--- config.mk ---
export PLATFORM = sky130hd
export DESIGN_NAME = fps_flat
export DESIGN_NICKNAME = d
export VERILOG_FILES = /design/src/rtl/fps_if.sv /design/src/rtl/fps.sv /design/src/flat_wrapper.sv
export SDC_FILE = /design/constraint.sdc
export NUM_CORES = 1
export LEC_CHECK = 0
export BUFFER_PORTS_ARGS = -buffer_cell sky130_fd_sc_hd__buf_2
export CAP_MARGIN = 20
export CORE_AREA = 2 2 68 70
export DETAILED_ROUTE_END_ITERATION = 6
export DIE_AREA = 0 0 70 72
export PLACE_DENSITY_LB_ADDON = 0.08
export SKIP_LAST_GASP = 1
export SYNTH_ARGS = -nofsm -noshare
export SYNTH_HDL_FRONTEND = slang
export SYNTH_SLANG_ARGS = --single-unit
--- constraint.sdc ---
create_clock -name __clk -period 3.1 [get_ports __clk]
set_input_delay 0.62 -clock __clk [delete_from_list [all_inputs] [get_ports __clk]]
set_output_delay 0.62 -clock __clk [all_outputs]
set_load 0.01 [all_outputs]
--- src/rtl/fps_if.sv ---
// Handshake and phase-line bundle between the F-PS sequencer and the F-PM datapath.
interface fps_if;
    logic start, af_sf, mw_mf, dw_df, ad_sd, nrf;
    logic g, fic_end, ok, nz, fint;
    logic f2_, f4_, f5_, f6_, f7_, f8_, f10_;
    logic f9, f13;
    logic strob_fp, strob2_fp, _0_f;
    logic busy, done, abort, ovf;

    modport master (
        output start, af_sf, mw_mf, dw_df, ad_sd, nrf,
        output g, fic_end, ok, nz, fint,
        input  f2_, f4_, f5_, f6_, f7_, f8_, f10_,
        input  f9, f13,
        input  strob_fp, strob2_fp, _0_f,
        input  busy, done, abort, ovf
    );

    modport slave (
        input  start, af_sf, mw_mf, dw_df, ad_sd, nrf,
        input  g, fic_end, ok, nz, fint,
        output f2_, f4_, f5_, f6_, f7_, f8_, f10_,
        output f9, f13,
        output strob_fp, strob2_fp, _0_f,
        output busy, done, abort, ovf
    );
endinterface

--- src/rtl/fps.sv ---
// F-PS sequencer: walks the F-PM datapath phases, issues per-phase strobes,
// loops shift/iteration phases on datapath flags and reports done/abort.
module fps #(
    parameter int PH_TICKS = 4,
    parameter int LOOP_MAX = 63
) (
    input logic  __clk,
    input logic  clr_,
    fps_if.slave bus
);
    localparam int KW = $clog2(PH_TICKS);
    localparam logic [KW-1:0] K_LAST = KW'(PH_TICKS - 1);
    localparam logic [KW-1:0] K_ONE  = KW'(1);
    localparam logic [5:0]    L_MAX  = 6'(LOOP_MAX);

    typedef enum logic [3:0] {
        S_IDLE, S_F2, S_F4, S_F5, S_F6,
        S_F7, S_F8, S_F9, S_F10, S_F13
    } st_t;

    st_t           r_st, w_st, w_nx;
    logic [KW-1:0] r_k, w_k;
    logic [5:0]    r_loop, w_loop;
    logic          r_armed, w_armed;
    logic          r_ovf, w_ovf;
    logic          w_rep, w_done, w_abort, w_clr;
    logic          r_f2_, r_f4_, r_f5_, r_f6_, r_f7_, r_f8_, r_f10_;
    logic          r_f9, r_f13;
    logic          r_strob, r_strob2, r_clr;
    logic          r_busy, r_done, r_abort;

    always_comb begin
        w_st    = r_st;
        w_k     = r_k;
        w_loop  = r_loop;
        w_armed = r_armed;
        w_ovf   = r_ovf;
        w_done  = 1'b0;
        w_abort = 1'b0;
        w_clr   = 1'b0;
        w_rep   = 1'b0;
        w_nx    = S_IDLE;

        unique case (r_st)
            S_F2: begin
                if (bus.mw_mf | bus.dw_df) w_nx = S_F4;
                else if (bus.af_sf)        w_nx = S_F5;
                else if (bus.ad_sd)        w_nx = S_F7;
                else if (bus.nrf)          w_nx = S_F10;
                else                       w_nx = S_IDLE;
            end
            S_F4:  w_nx = S_F6;
            S_F5:  w_nx = bus.g ? S_F9 : S_F8;
            S_F6: begin
                w_rep = !bus.fic_end;
                w_nx  = bus.dw_df ? S_F9 : S_F10;
            end
            S_F7:  w_nx = S_F10;
            S_F8: begin
                w_rep = !bus.fic_end;
                w_nx  = S_F7;
            end
            S_F9:  w_nx = S_F10;
            S_F10: begin
                w_rep = bus.nz & !bus.ok;
                w_nx  = S_F13;
            end
            S_F13:   w_nx = S_IDLE;
            default: w_nx = S_IDLE;
        endcase

        // start is edge-qualified: it must be seen low in IDLE to re-arm
        if (r_st == S_IDLE) begin
            if (!bus.start) begin
                w_armed = 1'b1;
            end else if (r_armed) begin
                w_armed = 1'b0;
                w_st    = S_F2;
                w_k     = '0;
                w_loop  = '0;
                w_ovf   = 1'b0;
                w_clr   = 1'b1;
            end
        end else if (r_k != K_LAST) begin
            w_k = r_k + K_ONE;
        end else begin
            w_k = '0;
            if (bus.fint) begin
                w_st    = S_IDLE;
                w_loop  = '0;
                w_abort = 1'b1;
            end else if (w_rep && (r_loop != L_MAX)) begin
                w_loop = r_loop + 6'd1;
            end else begin
                if (w_rep) w_ovf = 1'b1;
                w_st    = w_nx;
                w_loop  = '0;
                w_done  = (r_st == S_F13);
                w_abort = (r_st == S_F2) && (w_nx == S_IDLE);
            end
        end
    end

    always_ff @(posedge __clk or negedge clr_) begin
        if (!clr_) begin
            r_st     <= S_IDLE;
            r_k      <= '0;
            r_loop   <= '0;
            r_armed  <= 1'b1;
            r_ovf    <= 1'b0;
            r_f2_    <= 1'b1;
            r_f4_    <= 1'b1;
            r_f5_    <= 1'b1;
            r_f6_    <= 1'b1;
            r_f7_    <= 1'b1;
            r_f8_    <= 1'b1;
            r_f10_   <= 1'b1;
            r_f9     <= 1'b0;
            r_f13    <= 1'b0;
            r_strob  <= 1'b0;
            r_strob2 <= 1'b0;
            r_clr    <= 1'b0;
            r_busy   <= 1'b0;
            r_done   <= 1'b0;
            r_abort  <= 1'b0;
        end else begin
            r_st     <= w_st;
            r_k      <= w_k;
            r_loop   <= w_loop;
            r_armed  <= w_armed;
            r_ovf    <= w_ovf;
            r_f2_    <= (w_st != S_F2);
            r_f4_    <= (w_st != S_F4);
            r_f5_    <= (w_st != S_F5);
            r_f6_    <= (w_st != S_F6);
            r_f7_    <= (w_st != S_F7);
            r_f8_    <= (w_st != S_F8);
            r_f10_   <= (w_st != S_F10);
            r_f9     <= (w_st == S_F9);
            r_f13    <= (w_st == S_F13);
            r_strob  <= (w_st != S_IDLE) && (w_k == K_ONE);
            r_strob2 <= (w_st != S_IDLE) && (w_k == K_LAST);
            r_clr    <= w_clr;
            r_busy   <= (w_st != S_IDLE);
            r_done   <= w_done;
            r_abort  <= w_abort;
        end
    end

    assign bus.f2_       = r_f2_;
    assign bus.f4_       = r_f4_;
    assign bus.f5_       = r_f5_;
    assign bus.f6_       = r_f6_;
    assign bus.f7_       = r_f7_;
    assign bus.f8_       = r_f8_;
    assign bus.f10_      = r_f10_;
    assign bus.f9        = r_f9;
    assign bus.f13       = r_f13;
    assign bus.strob_fp  = r_strob;
    assign bus.strob2_fp = r_strob2;
    assign bus._0_f      = r_clr;
    assign bus.busy      = r_busy;
    assign bus.done      = r_done;
    assign bus.abort     = r_abort;
    assign bus.ovf       = r_ovf;
endmodule

--- src/flat_wrapper.sv ---
// flat-port wrapper written by rule: the top's interface ports become plain ports
module fps_flat 
#(
    parameter int PH_TICKS = 4,
    parameter int LOOP_MAX = 63
)
  (__clk, clr_, bus_start, bus_af_sf, bus_mw_mf, bus_dw_df, bus_ad_sd, bus_nrf, bus_g, bus_fic_end, bus_ok, bus_nz, bus_fint, bus_f2_, bus_f4_, bus_f5_, bus_f6_, bus_f7_, bus_f8_, bus_f10_, bus_f9, bus_f13, bus_strob_fp, bus_strob2_fp, bus__0_f, bus_busy, bus_done, bus_abort, bus_ovf);
  fps_if bus_i ();
  input logic __clk;
  input logic clr_;
  input wire logic [$bits(bus_i.start)-1:0] bus_start;
  input wire logic [$bits(bus_i.af_sf)-1:0] bus_af_sf;
  input wire logic [$bits(bus_i.mw_mf)-1:0] bus_mw_mf;
  input wire logic [$bits(bus_i.dw_df)-1:0] bus_dw_df;
  input wire logic [$bits(bus_i.ad_sd)-1:0] bus_ad_sd;
  input wire logic [$bits(bus_i.nrf)-1:0] bus_nrf;
  input wire logic [$bits(bus_i.g)-1:0] bus_g;
  input wire logic [$bits(bus_i.fic_end)-1:0] bus_fic_end;
  input wire logic [$bits(bus_i.ok)-1:0] bus_ok;
  input wire logic [$bits(bus_i.nz)-1:0] bus_nz;
  input wire logic [$bits(bus_i.fint)-1:0] bus_fint;
  output wire logic [$bits(bus_i.f2_)-1:0] bus_f2_;
  output wire logic [$bits(bus_i.f4_)-1:0] bus_f4_;
  output wire logic [$bits(bus_i.f5_)-1:0] bus_f5_;
  output wire logic [$bits(bus_i.f6_)-1:0] bus_f6_;
  output wire logic [$bits(bus_i.f7_)-1:0] bus_f7_;
  output wire logic [$bits(bus_i.f8_)-1:0] bus_f8_;
  output wire logic [$bits(bus_i.f10_)-1:0] bus_f10_;
  output wire logic [$bits(bus_i.f9)-1:0] bus_f9;
  output wire logic [$bits(bus_i.f13)-1:0] bus_f13;
  output wire logic [$bits(bus_i.strob_fp)-1:0] bus_strob_fp;
  output wire logic [$bits(bus_i.strob2_fp)-1:0] bus_strob2_fp;
  output wire logic [$bits(bus_i._0_f)-1:0] bus__0_f;
  output wire logic [$bits(bus_i.busy)-1:0] bus_busy;
  output wire logic [$bits(bus_i.done)-1:0] bus_done;
  output wire logic [$bits(bus_i.abort)-1:0] bus_abort;
  output wire logic [$bits(bus_i.ovf)-1:0] bus_ovf;
  assign bus_i.start = bus_start;
  assign bus_i.af_sf = bus_af_sf;
  assign bus_i.mw_mf = bus_mw_mf;
  assign bus_i.dw_df = bus_dw_df;
  assign bus_i.ad_sd = bus_ad_sd;
  assign bus_i.nrf = bus_nrf;
  assign bus_i.g = bus_g;
  assign bus_i.fic_end = bus_fic_end;
  assign bus_i.ok = bus_ok;
  assign bus_i.nz = bus_nz;
  assign bus_i.fint = bus_fint;
  assign bus_f2_ = bus_i.f2_;
  assign bus_f4_ = bus_i.f4_;
  assign bus_f5_ = bus_i.f5_;
  assign bus_f6_ = bus_i.f6_;
  assign bus_f7_ = bus_i.f7_;
  assign bus_f8_ = bus_i.f8_;
  assign bus_f10_ = bus_i.f10_;
  assign bus_f9 = bus_i.f9;
  assign bus_f13 = bus_i.f13;
  assign bus_strob_fp = bus_i.strob_fp;
  assign bus_strob2_fp = bus_i.strob2_fp;
  assign bus__0_f = bus_i._0_f;
  assign bus_busy = bus_i.busy;
  assign bus_done = bus_i.done;
  assign bus_abort = bus_i.abort;
  assign bus_ovf = bus_i.ovf;
  fps #(.PH_TICKS(PH_TICKS), .LOOP_MAX(LOOP_MAX)) u_core (.__clk(__clk), .clr_(clr_), .bus(bus_i));
endmodule
# After elaboration in Yosys (flattened, before gate mapping)
# Cells that the tools add are included.
# op_classes
n_addsub	2
n_eq_ne	27
muxes	43
bitwise	2
n_reduce_logical	14
# ops
op	count
$mux W4	11
$mux W6	6
$pmux W4 S7	1
$eq A4 B3 Y1 const B	5
$mux W1	20
$eq A4 B4 Y1 const B	3
$ne A4 B3 Y1 const B	3
$eq A4 B2 Y1 const B	2
$logic_not A4 Y1	2
$mux W2	4
$ne A2 B1 Y1 const B	4
$ne A4 B2 Y1 const B	2
$add A6 B1 Y6 const B	1
$ne A6 B6 Y1 const B	1
$reduce_and A6 Y1	1
$eq A4 B1 Y1 const B	1
$logic_and A1 B1 Y1	4
$ne A2 B2 Y1 const B	2
$ne A4 B1 Y1 const B	1
$ne A4 B4 Y1 const B	1
$reduce_bool A4 Y1	1
$reduce_or A2 Y1	2
$reduce_and A3 Y1	1
$add A2 B1 Y2 const B	1
7 further kinds	8
# totals
ff_bits	29
in_bits	13
out_inout_bits	16
word_cells	108

# Logic depth before layout (Yosys ltp)
# logic_depth
word_depth	11
depth_mapped	7
mapped_depth_nobuf	7

# Worst setup path after synthesis
# OpenSTA, ideal clock, no wires.
# synth_path
path_kind	register to register
startpoint	register u_core.r_st[3]
endpoint	register u_core.r_f7_ (netlist: u_core.bus.f7_)
setup_time_ps	94
t_arrival_ps	2155
required_ps	3006
path_slack_ps	851
path_stages_with_launch	7
path_buffers	1
synth_period_minus_slack_ps	2249
cell_sequence	dfrtp_1 -> buf_6 -> or4b_4 -> or3_4 -> o221ai_2 -> a22oi_2 -> or4b_1
# synth_between
elab_chain_len	9
word_cells_on_any_way	21
cone_classes	eq/ne: 9; mux: 8; reduce/logical: 4
# synth_lines
item	line	text
from (decl)	fps.sv:21	st_t r_st, w_st, w_nx;
from (signal assigned)	fps.sv:127	r_st <= w_st;
$eq A4 B3 Y1	fps.sv:44	unique case (r_st)
$reduce_or A2 Y1 (no line)	-	
$pmux W1 S2	fps.sv:44	
$logic_and A1 B1 Y1	fps.sv:92	end else if (w_rep && (r_loop != L_MAX)) begin
$mux W4	fps.sv:92	
$mux W4	fps.sv:88	if (bus.fint) begin
$mux W4	fps.sv:84	end else if (r_k != K_LAST) begin
$mux W4 *	fps.sv:73	if (r_st == S_IDLE) begin
$ne A4 B3 Y1 *	fps.sv:136	r_f7_ <= (w_st != S_F7);
to (signal assigned)	fps.sv:136	
to (decl)	fps.sv:27	logic r_f2_, r_f4_, r_f5_, r_f6_, r_f7_, r_f8_, r_f10_;
# Mark *: on every way between the ends. The rest lies on a longest branch, timed or not.
# A chain may end at the register's enable or synchronous reset.

# Worst setup path in the final report
# layout_path
startpoint	register u_core.r_st[2]
endpoint	register u_core.r_busy (netlist: u_core.bus.busy)
# layout_between
elab_chain_len	9
word_cells_on_any_way	21
cone_classes	eq/ne: 8; mux: 8; reduce/logical: 5
# layout_lines
item	line	text
$eq A4 B3 Y1	fps.sv:44	
$reduce_or A2 Y1 (no line)	-	
$pmux W1 S2	fps.sv:44	
$logic_and A1 B1 Y1	fps.sv:92	
$mux W4	fps.sv:92	
$mux W4	fps.sv:88	
$mux W4	fps.sv:84	
$mux W4 *	fps.sv:73	
$reduce_bool A4 Y1 *	fps.sv:144	r_busy <= (w_st != S_IDLE);
to (signal assigned)	fps.sv:144	
to (decl)	fps.sv:30	logic r_busy, r_done, r_abort;
# Marks and branches as above.

==> results.txt <==
Final min period -> 2.77 ns
Slew Limit Fails -> 0
Worst skew pair latency -> 0.28 ns
Syn_area_per_cell -> 10.7 um^2
Crit-path slowest cell -> a221oi_1
Die height -> 72 um
Pin count of the biggest net entering global routing -> 30
Resized Gates After CTS -> 0
Hold buffer count at CTS -> 0
# DRC -> 0
Share of cells above drive strength 1 -> 0.337
Ports -> 29
Final WL -> 3.21 mm
Port-buffer cells -> 28
H-tree Lvls -> 2
Total Neg Setup Slack -> 0 ns
Placeable Area -> 4260 um^2
Final setup viols -> 0
FP Rows -> 24
TritonRoute pass-1 iters -> 4
Horiz. Die Dim -> 70 um
DR WL/cell -> 14.7 um
Placed Instances -> 210
Post-Layout Cell Count -> 218
Place WS -> 0.309 ns
CTS tree -> built
Critical Path Source Type -> register
Post-synth cell types -> 51
Iteration-0 DRC Markers -> 59
Clk_skew -> 0.00840 ns
Routability Congestion -> 0.812
Top reg by flops -> u_core.r_loop
Share of the clock period used by the worst path -> 0.894
Crit path kind -> reg2reg
Setup bufs post-CTS -> 0
Fraction of registers with async set/reset -> 1.00
Setup WS post-layout -> 0.329 ns
Final #Nets -> 180
Final Hold Vio Count -> 0
CP endpoint kind -> register
Largest registers -> u_core.r_loop (6), u_core.r_st (4), u_core.r_k (2)
Clock Pin Slew Worst Setup and Hold Paths -> 0.06 ns
RSZ-0062 raised after global routing -> no
Worst VDD drop -> 0.359 mV
Ant. Diodes -> 0
Pwr/cell area -> 835 nW/um^2
Die ar. -> 5040 um^2
Headroom to the max-slew limit -> 0.234
Post-synth design cell area -> 1460 um^2
All-Layer GR Usage -> 0.144
Worst EP required -> 3.20 ns
Max Fclk -> 361 MHz
Top_reg_cell synth -> dfrtp_1
Crit-path max cell delay -> 0.94 ns
Largest register FFs -> 6
Min-delay worst type -> in2async
Arrival @ worst endpoint -> 2.87 ns
Clock Sinks -> 29
DR vias/cell -> 5.41
Sequential share of the synthesized area -> 0.503
Worst slew pin tran -> 1.15 ns
Initial antenna violation count -> 0
Grt ovf -> 0
First-pass GRT wire length -> 5.65 mm
Outcome -> finished, final reports clean
Vias in the first global route -> 1189
Clock buffer depth -> 2
Antenna viol nets, final -> 0
Root Driver -> clkbuf_8
Leakage -> 0.772 nW
Max capacitance violation total -> 0
Initial core utilization -> 0.343
Post-DP HPWL -> 2.33 mm
Synth warnings -> 0
CP Max Fanout -> 14
Synth Register Bits -> 29
Final Power -> 1.42 mW
Area Overhead vs Synth -> 16.5%
Number of enable flip-flop cells after synthesis -> 0
CP cell instances -> or4_1 -> nand3_2 -> a21oi_2 -> a221oi_1 -> nand4_1
Num CTS Buffers -> 5
Mapped Nets -> 152
Gate Count Post-Synth -> 137
Via count -> 1180
## kinds of logic after synthesis
group | share of synthesized area
DFF | 0.503
buffers and inverters | 0.0625
adders and majority gates | 0.0171
and+or+nand+nor | 0.232
AOI/OAI and AO/OA | 0.185
## final timing paths
kind	slack (ns)	startpoint	end	cells after the start
setup / recovery	0.33	u_core.r_st[2]	u_core.bus.busy	5
hold / removal	0.36	clr_	u_core.bus.strob2_fp	1
setup reg to reg	0.33	u_core.r_st[2]	u_core.bus.busy	5
hold reg to reg	0.50	u_core.r_armed	u_core.r_armed	2
max in group asynchronous	2.31	clr_	u_core.bus.f13	1
min in group __clk	0.50	u_core.r_armed	u_core.r_armed	2
## synthesized netlist by cell type (2+ instances only)
master / number / area share
a21oi_1: 3 / 0.010
dfrtp_1: 21 / 0.36
inv_1: 9 / 0.023
nand4b_1: 3 / 0.018
dfstp_2: 8 / 0.14
o31ai_1: 3 / 0.015
and3_1: 2 / 0.0086
nor3b_1: 4 / 0.021
o21ai_0: 9 / 0.031
nor4b_1: 2 / 0.012
a31oi_1: 3 / 0.013
nand4_1: 4 / 0.017
buf_6: 3 / 0.023
buf_2: 3 / 0.010
nor2_1: 4 / 0.010
nand3_1: 4 / 0.014
ha_1: 2 / 0.017
nor4_1: 5 / 0.021
a21o_1: 3 / 0.015
nand2_1: 11 / 0.028
## cell type report
| class | count | area (um^2) |
|---|---|---|
| clock buffer | 8 | 90.1 |
| fill | 439 | 2560 |
| sequential | 29 | 736 |
| timing repair buffer | 28 | 140 |
| inverter | 10 | 37.5 |
| multi-input combinational | 91 | 634 |
| tap | 52 | 65.1 |
## routing by layer
metal,share of wire,GRT usage,vias to the layer above,routed length [um]
met3,0.048,0.0556,2,153
met1,0.47,0.186,580,1510
met2,0.48,0.221,30,1530
met5,0,0,-,0
li1,-,-,568,-
met4,0.0075,0.0513,0,24
## critical path: cells and delay by family, from the launching register on
kind             cells  cell delay, ns
AO/OA/AOI/OAI        2            1.00
flip-flops           1            0.54
AND/OR/NAND/NOR      3            1.05
## placed cells by master, fill, tap and decap left out, drive strengths merged, types with 2 or more instances in the layout
master   n
o31ai    3
inv     10
nor4b    3
nand2   11
dfrtp   21
nand4    4
or3      2
nor3b    4
o221ai   2
or4      2
a22oi    2
nor2     4
and3     2
a31oi    3
ha       2
nand3    5
buf     28
a21o     3
o21ai   10
nor4     5
a21oi    4
nand4b   3
dfstp    8
or4b     2
clkbuf   8
## where the power goes
group | internal [mW] | switching, mW | leakage, nW
Clock | 0.181 | 0.135 | 0.0455
Combinational | 0.214 | 0.316 | 0.359
Sequential | 0.488 | 0.0887 | 0.367
## per-stage QoR
stage	utilization	hold slack (ns)	instance area (um^2)
global route	0.399	0.413	1700
detailed placement	0.378	0.486	1610
global placement	0.378	0.474	1610
floorplan	-	0.324	1460
finish	0.399	0.364	1700
CTS	0.399	0.386	1700
Note: power is estimated with default switching activity, not from simulation.
